## src/rtl/muldiv_unit_pkg.sv

```systemverilog
// muldiv_unit_pkg
//   Shared constants for the iterative multiply/divide unit: funct3 operation
//   encodings, FSM state encodings, iteration count and small operation
//   decode helpers used by both the datapath and the control FSM.
package muldiv_unit_pkg;

    typedef enum logic [2:0] {
        INST_MUL    = 3'b000,
        INST_MULH   = 3'b001,
        INST_MULHSU = 3'b010,
        INST_MULHU  = 3'b011,
        INST_DIV    = 3'b100,
        INST_DIVU   = 3'b101,
        INST_REM    = 3'b110,
        INST_REMU   = 3'b111
    } muldiv_op_e;

    typedef enum logic [1:0] {
        ST_IDLE = 2'b00,
        ST_CALC = 2'b01,
        ST_DONE = 2'b10
    } muldiv_state_e;

    localparam int unsigned MulDivCycles = 32;
    localparam logic [4:0]  LastCount    = 5'(MulDivCycles - 1);

    // Bit 2 of funct3 separates the divide family from the multiply family.
    function automatic logic is_div_op(input logic [2:0] op);
        return op[2];
    endfunction

    function automatic logic is_rem_op(input logic [2:0] op);
        return op[2] & op[1];
    endfunction

    function automatic logic signed_a(input logic [2:0] op);
        logic res;
        case (op)
            INST_MULH, INST_MULHSU, INST_DIV, INST_REM: res = 1'b1;
            default:                                    res = 1'b0;
        endcase
        return res;
    endfunction

    function automatic logic signed_b(input logic [2:0] op);
        logic res;
        case (op)
            INST_MULH, INST_DIV, INST_REM: res = 1'b1;
            default:                       res = 1'b0;
        endcase
        return res;
    endfunction

endpackage

```

## src/rtl/muldiv_sign_fix.sv

```systemverilog
// muldiv_sign_fix
//   Two's-complement conditional negation. Used to turn signed operands into
//   magnitudes and to re-apply the sign to the final product/quotient/remainder.
// Ports:
//   value  - input word
//   negate - when high, output is -value, otherwise value passes through
//   fixed  - conditionally negated word
module muldiv_sign_fix #(
    parameter int unsigned WIDTH = 32
) (
    input  logic [WIDTH-1:0] value,
    input  logic             negate,
    output logic [WIDTH-1:0] fixed
);

    assign fixed = negate ? (~value + WIDTH'(1)) : value;

endmodule

```

## src/rtl/muldiv_unit.sv

```systemverilog
// muldiv_unit
//   RV32M multiply/divide unit. Division is restoring shift-subtract on operand
//   magnitudes, multiplication is shift-add into a 64-bit accumulator, one bit
//   per cycle for 32 cycles (34-cycle start-to-ready latency). Divide-by-zero
//   skips the iteration (2-cycle latency).
//   Optional build macro MULDIV_FAST_MUL_EN: multiply ops use a single-cycle
//   combinational product and also complete in 2 cycles.
// Ports:
//   clk, rst (async, active-low)
//   start_i, op_i[2:0], reg1_rdata_i[31:0], reg2_rdata_i[31:0], reg_waddr_i[4:0]
//   kill_i       - flush; returns to IDLE with no result
//   busy_o       - operation in flight
//   ready_o      - one-cycle result pulse; reg_we_o mirrors it
//   result_o, reg_waddr_o - valid with ready_o, zero otherwise
module muldiv_unit
    import muldiv_unit_pkg::*;
(
    input  logic        clk,
    input  logic        rst,
    input  logic        start_i,
    input  logic [2:0]  op_i,
    input  logic [31:0] reg1_rdata_i,
    input  logic [31:0] reg2_rdata_i,
    input  logic [4:0]  reg_waddr_i,
    input  logic        kill_i,
    output logic        busy_o,
    output logic        ready_o,
    output logic [31:0] result_o,
    output logic        reg_we_o,
    output logic [4:0]  reg_waddr_o
);

    muldiv_state_e state_r;
    logic [4:0]    cnt_r;
    logic [2:0]    op_r;
    logic [31:0]   a_mag_r;
    logic [31:0]   b_mag_r;
    logic [63:0]   acc_r;
    logic          neg_r;
    logic          dbz_r;
    logic [4:0]    waddr_r;

    logic          sign_a_s;
    logic          sign_b_s;
    logic [31:0]   a_mag_s;
    logic [31:0]   b_mag_s;
    logic          dbz_s;
    logic          neg_s;
    logic [63:0]   mul_init_s;
    logic          mul_fast_s;
    logic [63:0]   acc_init_s;
    logic          to_done_s;
    logic [32:0]   div_diff_s;
    logic [32:0]   mul_sum_s;
    logic [63:0]   acc_step_s;
    logic [63:0]   res_sel_s;
    logic [63:0]   res_fix_s;
    logic [31:0]   final_s;

    assign sign_a_s = signed_a(op_i) & reg1_rdata_i[31];
    assign sign_b_s = signed_b(op_i) & reg2_rdata_i[31];
    assign dbz_s    = is_div_op(op_i) & (reg2_rdata_i == 32'd0);
    // Remainder follows the dividend; quotient and product follow A xor B.
    assign neg_s    = is_rem_op(op_i) ? sign_a_s : (sign_a_s ^ sign_b_s);

    muldiv_sign_fix #(.WIDTH(32)) u_fix_a (
        .value  (reg1_rdata_i),
        .negate (sign_a_s),
        .fixed  (a_mag_s)
    );

    muldiv_sign_fix #(.WIDTH(32)) u_fix_b (
        .value  (reg2_rdata_i),
        .negate (sign_b_s),
        .fixed  (b_mag_s)
    );

    // Accumulator preload and IDLE exit target for a newly accepted operation
    always_comb begin
        mul_init_s = 64'd0;
        mul_fast_s = 1'b0;
        acc_init_s = 64'd0;
        to_done_s  = 1'b0;
`ifdef MULDIV_FAST_MUL_EN
        mul_init_s = {32'd0, a_mag_s} * {32'd0, b_mag_s};
        mul_fast_s = 1'b1;
`else
        // Multiplier sits in the low half and is shifted out as the product grows.
        mul_init_s = {32'd0, b_mag_s};
        mul_fast_s = 1'b0;
`endif
        if (is_div_op(op_i)) begin
            // On divide-by-zero park |A| in the remainder half so REM yields A.
            acc_init_s = dbz_s ? {a_mag_s, 32'd0} : {32'd0, a_mag_s};
            to_done_s  = dbz_s;
        end else begin
            acc_init_s = mul_init_s;
            to_done_s  = mul_fast_s;
        end
    end

    // One iteration: acc = {remainder, quotient} for divide, {product_hi, multiplier} for multiply
    always_comb begin
        div_diff_s = acc_r[63:31] - {1'b0, b_mag_r};
        mul_sum_s  = {1'b0, acc_r[63:32]} + (acc_r[0] ? {1'b0, a_mag_r} : 33'd0);
        acc_step_s = 64'd0;
        if (is_div_op(op_r)) begin
            // Negative trial difference means the divisor did not fit: restore.
            acc_step_s = div_diff_s[32] ? {acc_r[62:0], 1'b0}
                                        : {div_diff_s[31:0], acc_r[30:0], 1'b1};
        end else begin
            acc_step_s = {mul_sum_s, acc_r[31:1]};
        end
    end

    assign res_sel_s = !is_div_op(op_r) ? acc_r
                     : (is_rem_op(op_r) ? {32'd0, acc_r[63:32]} : {32'd0, acc_r[31:0]});

    muldiv_sign_fix #(.WIDTH(64)) u_fix_res (
        .value  (res_sel_s),
        .negate (neg_r),
        .fixed  (res_fix_s)
    );

    // Final result word selection per operation
    always_comb begin
        final_s = 32'd0;
        case (op_r)
            INST_MUL:                            final_s = res_fix_s[31:0];
            INST_MULH, INST_MULHSU, INST_MULHU:  final_s = res_fix_s[63:32];
            INST_DIV, INST_DIVU:                 final_s = dbz_r ? 32'hFFFF_FFFF : res_fix_s[31:0];
            INST_REM, INST_REMU:                 final_s = res_fix_s[31:0];
            default:                             final_s = 32'd0;
        endcase
    end

    // Control FSM, operand/accumulator registers and registered outputs
    always_ff @(posedge clk or negedge rst) begin
        if (!rst) begin
            state_r     <= ST_IDLE;
            cnt_r       <= 5'd0;
            op_r        <= 3'd0;
            a_mag_r     <= 32'd0;
            b_mag_r     <= 32'd0;
            acc_r       <= 64'd0;
            neg_r       <= 1'b0;
            dbz_r       <= 1'b0;
            waddr_r     <= 5'd0;
            busy_o      <= 1'b0;
            ready_o     <= 1'b0;
            reg_we_o    <= 1'b0;
            result_o    <= 32'd0;
            reg_waddr_o <= 5'd0;
        end else if (kill_i) begin
            state_r     <= ST_IDLE;
            cnt_r       <= 5'd0;
            busy_o      <= 1'b0;
            ready_o     <= 1'b0;
            reg_we_o    <= 1'b0;
            result_o    <= 32'd0;
            reg_waddr_o <= 5'd0;
        end else begin
            case (state_r)
                ST_IDLE: begin
                    ready_o     <= 1'b0;
                    reg_we_o    <= 1'b0;
                    result_o    <= 32'd0;
                    reg_waddr_o <= 5'd0;
                    if (start_i) begin
                        op_r    <= op_i;
                        a_mag_r <= a_mag_s;
                        b_mag_r <= b_mag_s;
                        acc_r   <= acc_init_s;
                        neg_r   <= neg_s;
                        dbz_r   <= dbz_s;
                        waddr_r <= reg_waddr_i;
                        cnt_r   <= 5'd0;
                        busy_o  <= 1'b1;
                        state_r <= to_done_s ? ST_DONE : ST_CALC;
                    end else begin
                        state_r <= ST_IDLE;
                    end
                end
                ST_CALC: begin
                    acc_r <= acc_step_s;
                    if (cnt_r == LastCount) begin
                        cnt_r   <= 5'd0;
                        state_r <= ST_DONE;
                    end else begin
                        cnt_r   <= cnt_r + 5'd1;
                        state_r <= ST_CALC;
                    end
                end
                ST_DONE: begin
                    ready_o     <= 1'b1;
                    reg_we_o    <= 1'b1;
                    result_o    <= final_s;
                    reg_waddr_o <= waddr_r;
                    busy_o      <= 1'b0;
                    state_r     <= ST_IDLE;
                end
                default: begin
                    state_r <= ST_IDLE;
                    busy_o  <= 1'b0;
                end
            endcase
        end
    end

endmodule

```

## config.mk

```make
export PLATFORM = sky130hd
export DESIGN_NAME = muldiv_unit
export DESIGN_NICKNAME = d
export VERILOG_FILES = /design/src/rtl/muldiv_unit_pkg.sv /design/src/rtl/muldiv_sign_fix.sv /design/src/rtl/muldiv_unit.sv
export SDC_FILE = /design/constraint.sdc
export NUM_CORES = 1
export LEC_CHECK = 0
export BUFFER_PORTS_ARGS = -buffer_cell sky130_fd_sc_hd__buf_4
export CELL_PAD_IN_SITES_DETAIL_PLACEMENT = 0
export CELL_PAD_IN_SITES_GLOBAL_PLACEMENT = 1
export CORE_ASPECT_RATIO = 0.8
export CORE_MARGIN = 4
export CORE_UTILIZATION = 47
export CTS_CLUSTER_SIZE = 8
export DETAILED_ROUTE_END_ITERATION = 7
export MAX_ROUTING_LAYER = met4
export PLACE_DENSITY_LB_ADDON = 0.1
export REMOVE_ABC_BUFFERS = 1
export SLEW_MARGIN = 0
export SYNTH_ARGS = -nofsm -noshare
export SYNTH_HDL_FRONTEND = slang
export SYNTH_HIERARCHICAL = 1
export SYNTH_SLANG_ARGS = --single-unit
export TNS_END_PERCENT = 100
```

## constraint.sdc

```tcl
create_clock -name clk -period 5.2 [get_ports clk]
set_clock_uncertainty 0.15 [all_clocks]
set_input_delay 0.26 -clock clk [delete_from_list [all_inputs] [get_ports clk]]
set_output_delay 0.26 -clock clk [all_outputs]
set_load 0.01 [all_outputs]
```

# == Word-level counts from Yosys, hierarchy flattened ==
# Cells that the tools add are included.
# totals
inputBits,76
output_inout_bits,40
elab_cells,97
regBits,184
# op_classes
n_reduce_logical,15
n_eq_ne,17
n_bitwise,10
n_mux,36
add_sub_neg,6
# ops
op,n
64-bit 2-to-1 mux,7
32-bit 2-to-1 mux,6
64-bit case mux with 2 select lines,1
32-bit case mux with 3 select lines,1
"32-bit by 1-bit adder with 32-bit output, second input constant",2
"64-bit by 1-bit adder with 64-bit output, second input constant",1
32-bit inverter,2
64-bit inverter,1
32-bit case mux with 2 select lines,1
32-bit by 32-bit adder with 33-bit output,1
33-bit by 32-bit subtractor with 33-bit output,1
32-bit logical NOT,1
5-bit 2-to-1 mux,4
5-bit case mux with 2 select lines,2
"3-bit == test, second input constant",6
"3-bit by 2-bit == test with 1-bit output, second input constant",3
3-bit OR reduction,3
2-bit 2-to-1 mux,4
1-bit 2-to-1 mux,7
"3-bit by 1-bit == test with 1-bit output, second input constant",2
3-bit AND reduction,2
3-bit nonzero test,2
"5-bit by 1-bit adder with 5-bit output, second input constant",1
1-bit bitwise AND,5
15 further kinds,18

# == Logic depth before layout (Yosys ltp) ==
# Gate-level depths: netlist of run 1.
# depth
word_depth,10
ltp_mapped,14
depth_no_buf,12

# == Hierarchy ==
# Netlist of run 1, hierarchy kept.
# by_module_without_submodules
module,area_per_inst_um2,cells_per_inst,seq_area_each_um2,instances
muldiv_unit,13364.1,1640,4604.4,1
muldiv_sign_fix at u_fix_res,1649.1,206,0.0,1
muldiv_sign_fix at u_fix_a ...,777.0,99,0.0,2

# == Worst setup path before layout of run 1 ==
# No wires, ideal clock.
# synth_timing
path_type,flip-flop to flip-flop
startpoint,reg op_r[2]
endpoint,reg result_o[23]
stages_incl_launch_ff,13
setup_time_ns,0.125
slack_ns,1.540
path_buffers,3
required_ns,4.925
arrival_ns,3.385
synth_period_minus_slack_ns,3.660
path_cell_list,dfrtp_1 -> clkbuf_1 -> nand2_1 -> clkbuf_1 -> mux2_2 -> or4_4 -> nor4_4 -> nand4_4 -> buf_6 -> o31ai_1 -> xnor2_1 -> o221ai_1 -> nand2_1
# synth_between
word_cells_on_any_way,21
cone_classes,add/sub (1); eq/ne (7); mux (7); bitwise (2); reduce/logical (4)
# synth_rtl
item,line_no,rtl
from (decl),muldiv_unit.sv:35,logic [2:0] op_r;
from (signal assigned),muldiv_unit.sv:170,op_r <= op_i;
1-bit bitwise AND,muldiv_unit_pkg.sv:33,return op[2] & op[1];
32-bit 2-to-1 mux,muldiv_unit.sv:117,": (is_rem_op(op_r) ? {32'd0, acc_r[63:32]} : {32'd0, acc_r[31:0]});"
64-bit 2-to-1 mux (*),muldiv_unit.sv:116,assign res_sel_s = !is_div_op(op_r) ? acc_r
named net res_sel_s[20],muldiv_unit.sv:56,logic [63:0] res_sel_s;
64-bit inverter (*),muldiv_sign_fix.sv:16,assign fixed = negate ? (~value + WIDTH'(1)) : value;
64-bit by 1-bit adder with 64-bit output (*),muldiv_sign_fix.sv:16,
64-bit 2-to-1 mux (*),muldiv_sign_fix.sv:16,
named net res_fix_s[55],muldiv_unit.sv:57,logic [63:0] res_fix_s;
32-bit case mux with 3 select lines (*),muldiv_unit.sv:128,case (op_r)
32-bit case mux with 2 select lines (*),muldiv_unit.sv:163,case (state_r)
32-bit 2-to-1 mux (*),muldiv_unit.sv:154,end else if (kill_i) begin
to (signal assigned),muldiv_unit.sv:197,result_o <= final_s;
to (decl),muldiv_unit.sv:28,"output logic [31:0] result_o,"
# The timed path passes the listed nets; every way through them passes the cells marked *.
# A chain may end at the register's enable or synchronous reset.

# == Worst setup path in the final report of run 1 ==
# layout_timing
startpoint,reg op_r[2]
endpoint,reg result_o[22]
# Same word-level chain as after synthesis.

==> results.cfg, run 1 <==
[sta]
rsz0062_at_grt = no
finalCritPeriodShare_pct = 77.9
period_minus_slack_ns = 4.05
tightest_slew_ns = 1.16
setup-tns-final_ns = 0
max_slew_margin_pct = 22.2
clock.fmax_ghz = 0.247
setup_violations = 0
hold_viol_final = 0
whs_ns = 0.0206
drv_slew = 0

[synthesis]
yosysTopAreaCellShare_pct = 27.8
synthMuxAreaShare_pct = 3.63
ys_ff_latch = 184
syn-cell-area_sq_mm = 0.0166
syn-instance-count = 2044
synth-xor-area-share_pct = 9.30
yosys.area_share.simple_pct = 24.7
syn_area_per_cell_sq_um = 8.11
async_flop_share_pct = 100
yosysSeqAreaShare_pct = 27.8
synth_edf_count = 0
synth_compound_area_share_pct = 24.7
yosys.area.top_type = dfrtp_1
yosys_warnings = 6
synthTopCellsByArea = dfrtp_1 28%, nand2_1 8.8%, xnor2_1 8.4%
ys_types = 88
synthAdderAreaFrac_pct = 5.45
synth_top_flop_cell = dfrtp_1
synth_top_family_by_area = compound AO/OA/AOI/OAI gates

[die]
start_util_pct = 47.6
die-area_sq_mm = 0.0383
boundaryPins = 116
die_h_um = 176
fp.dieW_um = 218
core_sq_mm = 0.0348
rows = 61

[drt]
vias_per_cell = 6.10
dr_total_vias = 15700
dr.pass1.iters = 5
drt_iter0_drc = 1620
wl_um = 57700
post_drt_wl_per_cell_um = 22.3
drcViolationCount = 0
final_antenna_net_count = 0

[job]
maxCapViolations = 0

[critical_path]
cp_cell_sequence = nand2_1 -> buf_4 -> o21ai_0 -> or4_4 -> nor4_1 -> nand4_2 -> o41ai_1 -> xnor2_1 -> o221ai_1 -> nand2_1
required_ns = 5.38
crit_path_end_kind = register
critPathArrivalTime_ns = 4.22
cp_slowest_cell = or4_4
crit_top_cell = nand2_1
criticalPathCategory = reg2reg
cp-start-kind = register
cpPeakStageDelay_ns = 0.68
crit_fanout = 30
ff2ff_path_depth = 10

[grt]
groute.usage.overall_pct = 30.4
antenna_found_initial = 0
grt_pass1_vias = 14600
grt_max_degree = 86
grt_pass1_wl_um = 88800
gr-total-overflow = 0

[finish]
antenna_cells = 0
layout_commonest_cell = nand2_1
layout-drive-gt1-share_pct = 14.0
layout_common_cells = 387 x nand2_1, 182 x dfrtp_1, 158 x xnor2_1
fin_util_pct = 53.3
nFillCells = 3406
nNetsFinal = 2244
final_cells = 2582
area_growth_pct = 11.9

[min_path]
worstHoldPathType = in2reg
hold_depth = 4

[clock_network]
h-tree-depth = 4
cts.path.max_buffers = 2
cts.sinks = 184
clk_pin_slew_ns = 0.09
cts_tree = yes
cts_buffers = 17
clkLatencyLatePin_ns = 0.46
clock-root-buffer = clkbuf_16

[place]
dp_hpwl_um = 43600
gp_congestion = 0.953
place_inst = 2537
portBuffers = 115

[power_and_ir_drop]
irDropWorstVdd_v = 0.000208
power_mw = 6.72
power_density_mw_per_mm2 = 363
power.leakage_nw = 7.91

[status]
outcome = finished clean
-- flip-flops by register name, indices dropped and copies added, names as in the netlist, 2 cells and up --
name	count
a_mag_r	32
acc_r	64
b_mag_r	32
cnt_r	5
op_r	3
reg_waddr_o	5
result_o	32
state_r	2
waddr_r	5
-- repair_timing --
item / 4_1_cts / 5_1_grt
hold endpoints to repair: 100 / 0
resized for setup: 0 / 0
hold buffers: 13 / 0
setup buffers: 0 / 0
-- synthesized netlist by cell type, drive strengths merged (4+ instances only) --
cell,number
o21ai,129
nor3,22
dfrtp,184
nor2b,104
nor2,73
buf,25
and2,37
a311oi,33
mux2,38
clkbuf,102
a211oi,38
or4,17
or3,19
and3,11
nand3,30
a21oi,105
a21boi,5
xor2,18
nand4,16
o221ai,35
ha,69
or2,9
o21a,7
o211ai,10
o31ai,79
o21bai,11
a31oi,15
inv,58
nor4,26
a22oi,6
xnor2,158
o41ai,31
a21o,34
a22o,6
nand3b,7
nand2,388
mux2i,17
nand2b,21
a221oi,4
or2b,4
o2111ai,4
-- cells by family (layout without fill, tap and decap cells) --
| kind of cell | after synthesis | in the layout |
|---|---|---|
| mux | 55 | 55 |
| compound gates | 580 | 580 |
| simple gates | 793 | 793 |
| xor+xnor | 176 | 176 |
| buf+inv | 185 | 251 |
| flops | 184 | 184 |
| fa+ha+maj | 71 | 71 |
-- area by class of cell --
type / count / area (sq um) / share of cell area [%]
Clock inverter: 13 / 131 / 0.709
Multi-Input combinational cell: 1675 / 11300 / 60.8
Tap cell: 472 / 591 / 3.19
Sequential cell: 184 / 4610 / 24.9
Clock buffer: 19 / 443 / 2.39
Inverter: 58 / 218 / 1.17
Timing Repair Buffer: 161 / 1270 / 6.87
-- worst paths after layout --
kind	startpoint	endpoint	slack (ns)
worst max register to register	op_r[2]	result_o[22]	1.15
worst max-delay path	op_r[2]	result_o[22]	1.15
max in group asynchronous	rst	b_mag_r[23]	3.39
worst min-delay path	reg2_rdata_i[23]	b_mag_r[23]	0.02
worst min register to register	a_mag_r[13]	a_mag_r[13]	0.32
min in group asynchronous	rst	result_o[8]	0.28
-- worst max-delay path: cells and delay by family, from the launching register on --
kind / cells / cell delay [ns]
AND/OR/NAND/NOR: 5 / 1.71
flip-flops: 1 / 0.48
XOR/XNOR: 1 / 0.11
buffers and inverters: 1 / 0.39
AO/OA/AOI/OAI: 3 / 1.08
-- power by group --
group | leakage [nW] | internal (mW) | switching (mW)
registers | 2.36 | 1.66 | 0.259
logic | 5.27 | 1.37 | 2.10
clock network | 0.277 | 0.653 | 0.679
total | 7.91 | 3.68 | 3.04
-- per-layer routing --
metal	global-route usage [%]	wire, um	up-vias
li1	-	-	7487
met2	42.5	23800	580
met5	-	0	-
met4	4.37	546	0
met1	46.7	28200	7636
met3	5.45	5080	41
-- stage by stage --
stage / area, sq um / worst slack, ns
final: 18500 / 1.15
after global routing: 18500 / 1.00
after detailed placement: 17800 / 1.26
after global placement: 17800 / 1.27
after CTS: 18500 / 1.23
after floorplan: 16000 / -0.927
Note: power is estimated with default switching activity, not from simulation.
==> run 2: changes to the inputs <==
CORE_UTILIZATION = 43   (was 47)
clock period = 3.66 ns   (was 5.2 ns; I/O delays follow)
==> run 2 against run 1 <==
Compared with the run above:
- sequential cell count is the same
- utilization decreased by 1.2 points
- global-route usage fell by 0.84 points
- sequential share of layout area fell by 1.6 points
- power increased by 50%
- non-clock buffer count is 140 higher
- sequential power up 42%
- final area up 7.0%
==> results.cfg, run 2 (synthesized netlist as in run 1, its figures left out) <==
[status]
outcome = finished clean

[die]
core_sq_mm = 0.0381
rows = 64
start_util_pct = 43.5
boundaryPins = 116
die-area_sq_mm = 0.0418
die_h_um = 184
fp.dieW_um = 227

[grt]
grt_pass1_vias = 15400
gr-total-overflow = 0
antenna_found_initial = 0
groute.usage.overall_pct = 29.6
grt_pass1_wl_um = 92800
grt_max_degree = 89

[finish]
largest-register = acc_r
fin_area_sq_mm = 0.0198
nNetsFinal = 2384
fin_util_pct = 52.0
layout-drive-gt1-share_pct = 17.8
layout_common_cells = 387 x nand2_1, 239 x buf_4, 182 x dfrtp_1
final_cells = 2745
antenna_cells = 0
layout_commonest_cell = nand2_1
nFillCells = 3725
largest_register_ffs = 64
area_growth_pct = 19.7

[critical_path]
critPathArrivalTime_ns = 3.78
criticalPathCategory = reg2reg
required_ns = 3.88
cp-start-kind = register
crit_fanout = 8
crit_path_end_kind = register

[place]
portBuffers = 115
dp_hpwl_um = 47000
placed_cell_area_sq_mm = 0.0186
place_inst = 2656
gp_congestion = 0.958
place_ws_ns = 0.120

[clock_network]
cts.sinks = 184
clk_pin_slew_ns = 0.09
cts_buffers = 17
clkLatencyLatePin_ns = 0.48
clock-root-buffer = clkbuf_16
cts_tree = yes
h-tree-depth = 4
cts.path.max_buffers = 2

[power_and_ir_drop]
irDropWorstVdd_v = 0.000270
clkPwrFrac_pct = 19.2
power.leakage_nw = 8.61
swShare_pct = 45.1
power_frac_seq_pct = 27.0
p_int_mw = 5.54
p_comb_share_pct = 53.8
switchingPower_mw = 4.55
power_mw = 10.1
power_density_mw_per_mm2 = 509

[sta]
max_slew_margin_pct = 31.5
tightest_slew_ns = 1.03
setup_violations = 0
rsz0062_at_grt = yes
period_minus_slack_ns = 3.56
finalCritPeriodShare_pct = 97.4
drv_slew = 0
setup_slack_ns = 0.0959
clock.fmax_ghz = 0.281
hold_viol_final = 0

[drt]
post_drt_wl_per_cell_um = 22.1
final_antenna_net_count = 0
wl_um = 60600
drt_iter0_drc = 1371
vias_per_cell = 5.91
drcViolationCount = 0
dr_total_vias = 16200
dr.pass1.iters = 6

[min_path]
worstHoldPathType = in2reg

[job]
maxCapViolations = 0
-- run 2: timing repair --
item                                    CTS  global route
endpoints found under the setup margin    0            26
setup buffers                             0             3
hold endpoints to repair                164             0
resized for setup                         0             6
hold buffers                             54             0
-- run 2: final timing paths --
path	slack (ns)	start	to	depth (start not counted)
max	0.1	acc_r[40]	acc_r[56]	12
max reg2reg	0.1	acc_r[40]	acc_r[56]	12
min in group asynchronous	0.07	rst	result_o[6]	2
min	0.02	reg1_rdata_i[2]	a_mag_r[2]	4
min reg2reg	0.32	a_mag_r[31]	a_mag_r[31]	2
max in group asynchronous	2.33	rst	acc_r[30]	3
-- run 2: worst max-delay path, cell delays in order, from the launching register on --
cell      delay [ns]
dfrtp_1         0.59
ha_1            0.33
a21o_1          0.22
a21o_1          0.19
a21oi_2         0.19
a21oi_1         0.09
buf_4           0.16
or4_1           0.47
and4bb_4        0.28
buf_4           0.15
mux2_4          0.29
a221oi_2        0.24
a21oi_1         0.10
-- run 2: through the flow --
step / hold slack (ns) / setup TNS [ns]
after CTS: 0.00000738 / 0
after global routing: 0.0251 / -0.176
after detailed placement: 0.0338 / 0
after global placement: 0.0384 / 0
final: 0.0186 / 0
after floorplan: -0.263 / -225.58
-- run 2: layout make-up --
type	count	area [sq um]	area share, %
Clock buffer	18	439	2.22
Clock inverter	14	146	0.738
Inverter	58	218	1.10
Multi-Input combinational cell	1675	11300	57.0
Sequential cell	184	4610	23.3
Tap cell	495	619	3.12
Timing Repair Buffer	301	2490	12.6
-- run 2: power by group through the flow --
stage | Clock [mW] | Sequential, mW | Combinational, mW
after floorplan | 0 | 2.66 | 3.49
after global placement | 0 | 2.76 | 5.24
after detailed placement | 0 | 2.76 | 5.24
after CTS | 1.96 | 2.72 | 5.33
after global routing | 2.05 | 2.77 | 5.91
final | 1.93 | 2.73 | 5.43
-- run 2: per-layer routing --
layer	track usage (%)	vias to the layer above	share of wire [%]
met4	4.81	0	1.3
met5	-	-	0
met2	42.0	532	41
met1	44.2	7869	50
met3	6.03	53	7.5
li1	-	7774	-
==> run 3: changes to the inputs <==
CORE_UTILIZATION = 47   (was 43)
SETUP_SLACK_MARGIN = 0.4   (was not set)
clock period = 3.3 ns   (was 3.66 ns; I/O delays follow)
==> run 3 against run 2 <==
Compared with the run above:
- the run now ends with negative setup slack left
- final cell count increased by 7.2%
- utilization increased by 15 points
- final area increased by 17%
- global-route usage increased by 3.5 points
- count of clock-buffer cells in the layout decreased by 1
- via count increased by 7.6%
- worst setup slack got worse by 0.24 ns
- critical endpoint is now result_o[19]
- highest routed layer unchanged
- die area decreased by 8.2%
- maximum frequency increased by 3.5%
==> results.cfg, run 3 (synthesized netlist as in run 1, its figures left out) <==
[clock_network]
clkLatencyLatePin_ns = 0.47
clock-root-buffer = clkbuf_16
cts_buffers = 17
h-tree-depth = 4
cts_tree = yes
cts.sinks = 184
clk_pin_slew_ns = 0.09
cts.path.max_buffers = 2

[drt]
drt_iter0_drc = 1698
final_antenna_net_count = 0
dr_total_vias = 17500
drcViolationCount = 0
wl_um = 63600
dr.pass1.iters = 6
vias_per_cell = 5.93
post_drt_wl_per_cell_um = 21.6

[power_and_ir_drop]
power_mw = 13.6
irDropWorstVdd_v = 0.000384
clkPwrFrac_pct = 16.2
power.leakage_nw = 10.1
swShare_pct = 43.8
power_frac_seq_pct = 21.6
p_comb_share_pct = 62.2
power_density_mw_per_mm2 = 586
switchingPower_mw = 5.97
p_int_mw = 7.67

[sta]
drv_slew = 0
rsz0062_at_grt = yes
period_minus_slack_ns = 3.44
tightest_slew_ns = 1.15
clock.fmax_ghz = 0.290
setup_violations = 24
finalCritPeriodShare_pct = 104
setup_slack_ns = -0.143
hold_viol_final = 0
max_slew_margin_pct = 23.5

[critical_path]
cp_cell_sequence = nand2_4 -> buf_12 -> buf_8 -> mux2_4 -> or4_4 -> nor4_4 -> buf_4 -> nand4_4 -> buf_12 -> o31ai_4 -> xnor2_1 -> o221ai_2 -> nand2_1
cp-startpoint = op_r[2]
criticalPathCategory = reg2reg
cpPeakStageDelay_ns = 0.51
cp_slowest_cell = or4_4
r2r-start = op_r[2]
crit_path_end_kind = register
required_ns = 3.49
crit_top_cell = buf_12
crit_fanout = 10
critPathArrivalTime_ns = 3.63
cp-start-kind = register

[min_path]
worst_hold_startpoint = reg1_rdata_i[17]
worstHoldPathType = in2reg

[finish]
final_cells = 2944
nFillCells = 2913
layout-drive-gt1-share_pct = 31.8
area_growth_pct = 40.6
largest-register = acc_r
largest_register_ffs = 64
fin_area_sq_mm = 0.0233
fin_util_pct = 66.9
layout_commonest_cell = buf_4
antenna_cells = 0
nNetsFinal = 2606
layout_common_cells = 401 x buf_4, 374 x nand2_1, 178 x dfrtp_1

[grt]
grt_max_degree = 86
grt_pass1_vias = 16600
groute.usage.overall_pct = 33.1
antenna_found_initial = 0
grt_pass1_wl_um = 96800
gr-total-overflow = 0

[die]
die-area_sq_mm = 0.0383
start_util_pct = 47.6
core_sq_mm = 0.0348
boundaryPins = 116
die_h_um = 176
rows = 61
fp.dieW_um = 218

[status]
violations = negative setup slack
outcome = complete, but fails checks

[place]
place_ws_ns = -0.157
place_inst = 2776
dp_hpwl_um = 46800
placed_cell_area_sq_mm = 0.0197
gp_congestion = 0.972
portBuffers = 115

[job]
maxCapViolations = 0
[run 3: cell types whose count changed in the layout (fill, tap and decap cells not counted), sizes merged]
cell | before | now
buf | 246 | 462
clkbuf | 19 | 18
clkinv | 4 | 6
dlygate4sd3 | 54 | 58
inv | 68 | 67
nand3 | 30 | 32
[run 3: area by class of cell]
type / count / area, sq um / area share [%]
Clock buffer: 17 / 425 / 1.83
Clock inverter: 15 / 191 / 0.822
Inverter: 58 / 218 / 0.935
Multi-Input combinational cell: 1677 / 12800 / 54.8
Sequential cell: 184 / 4610 / 19.8
Tap cell: 472 / 591 / 2.54
Timing Repair Buffer: 521 / 4480 / 19.2
[run 3: per-layer routing]
metal / part of all wire [%] / up-vias / global-route usage [%]
met3: 9.3 / 81 / 8.51
met1: 46 / 8437 / 46.9
met5: 0 / - / -
met2: 43 / 716 / 47.4
met4: 2.0 / 0 / 7.95
li1: - / 8227 / -
[run 3: power by group through the flow]
stage | clock network [mW] | registers, mW | logic (mW)
after floorplan | 0 | 2.95 | 3.87
after global placement | 0 | 2.96 | 6.51
after detailed placement | 0 | 2.96 | 6.55
after CTS | 2.25 | 2.92 | 7.66
after global routing | 2.34 | 2.99 | 9.06
final | 2.21 | 2.95 | 8.49
[run 3: repair_timing]
item / 4_1_cts / 5_1_grt
cloned: 4 / 0
endpoints found under the setup margin: 65 / 70
gates resized for setup: 221 / 129
setup buffers: 43 / 31
pin swaps: 109 / 98
endpoints found under the hold margin: 135 / 1
hold buffers: 57 / 1
[run 3: worst max-delay path, delay by kind of cell (launching register included)]
family          cells  cell delay [ns]
mux                 1             0.30
compound gates      2             0.49
buf+inv             4             0.65
xor+xnor            1             0.14
simple gates        5             1.09
flops               1             0.50
[run 3: final timing paths]
path | cells after the start | slack, ns | to
worst max-delay path | 13 | -0.14 | result_o[19]
worst min-delay path | 4 | 0.03 | a_mag_r[17]
worst max register to register | 13 | -0.14 | result_o[19]
worst min register to register | 2 | 0.32 | result_o[11]
max in group asynchronous | 3 | 1.92 | acc_r[56]
min in group asynchronous | 2 | 0.13 | acc_r[3]
[run 3: metrics by stage]
stage / TNS [ns] / hold slack (ns)
global route: -5.76 / 0.0248
floorplan: -271.10 / -0.281
detailed placement: -2.53 / 0.0650
global placement: -0.911 / 0.0588
finish: -1.32 / 0.0283
CTS: -0.122 / 0.000749
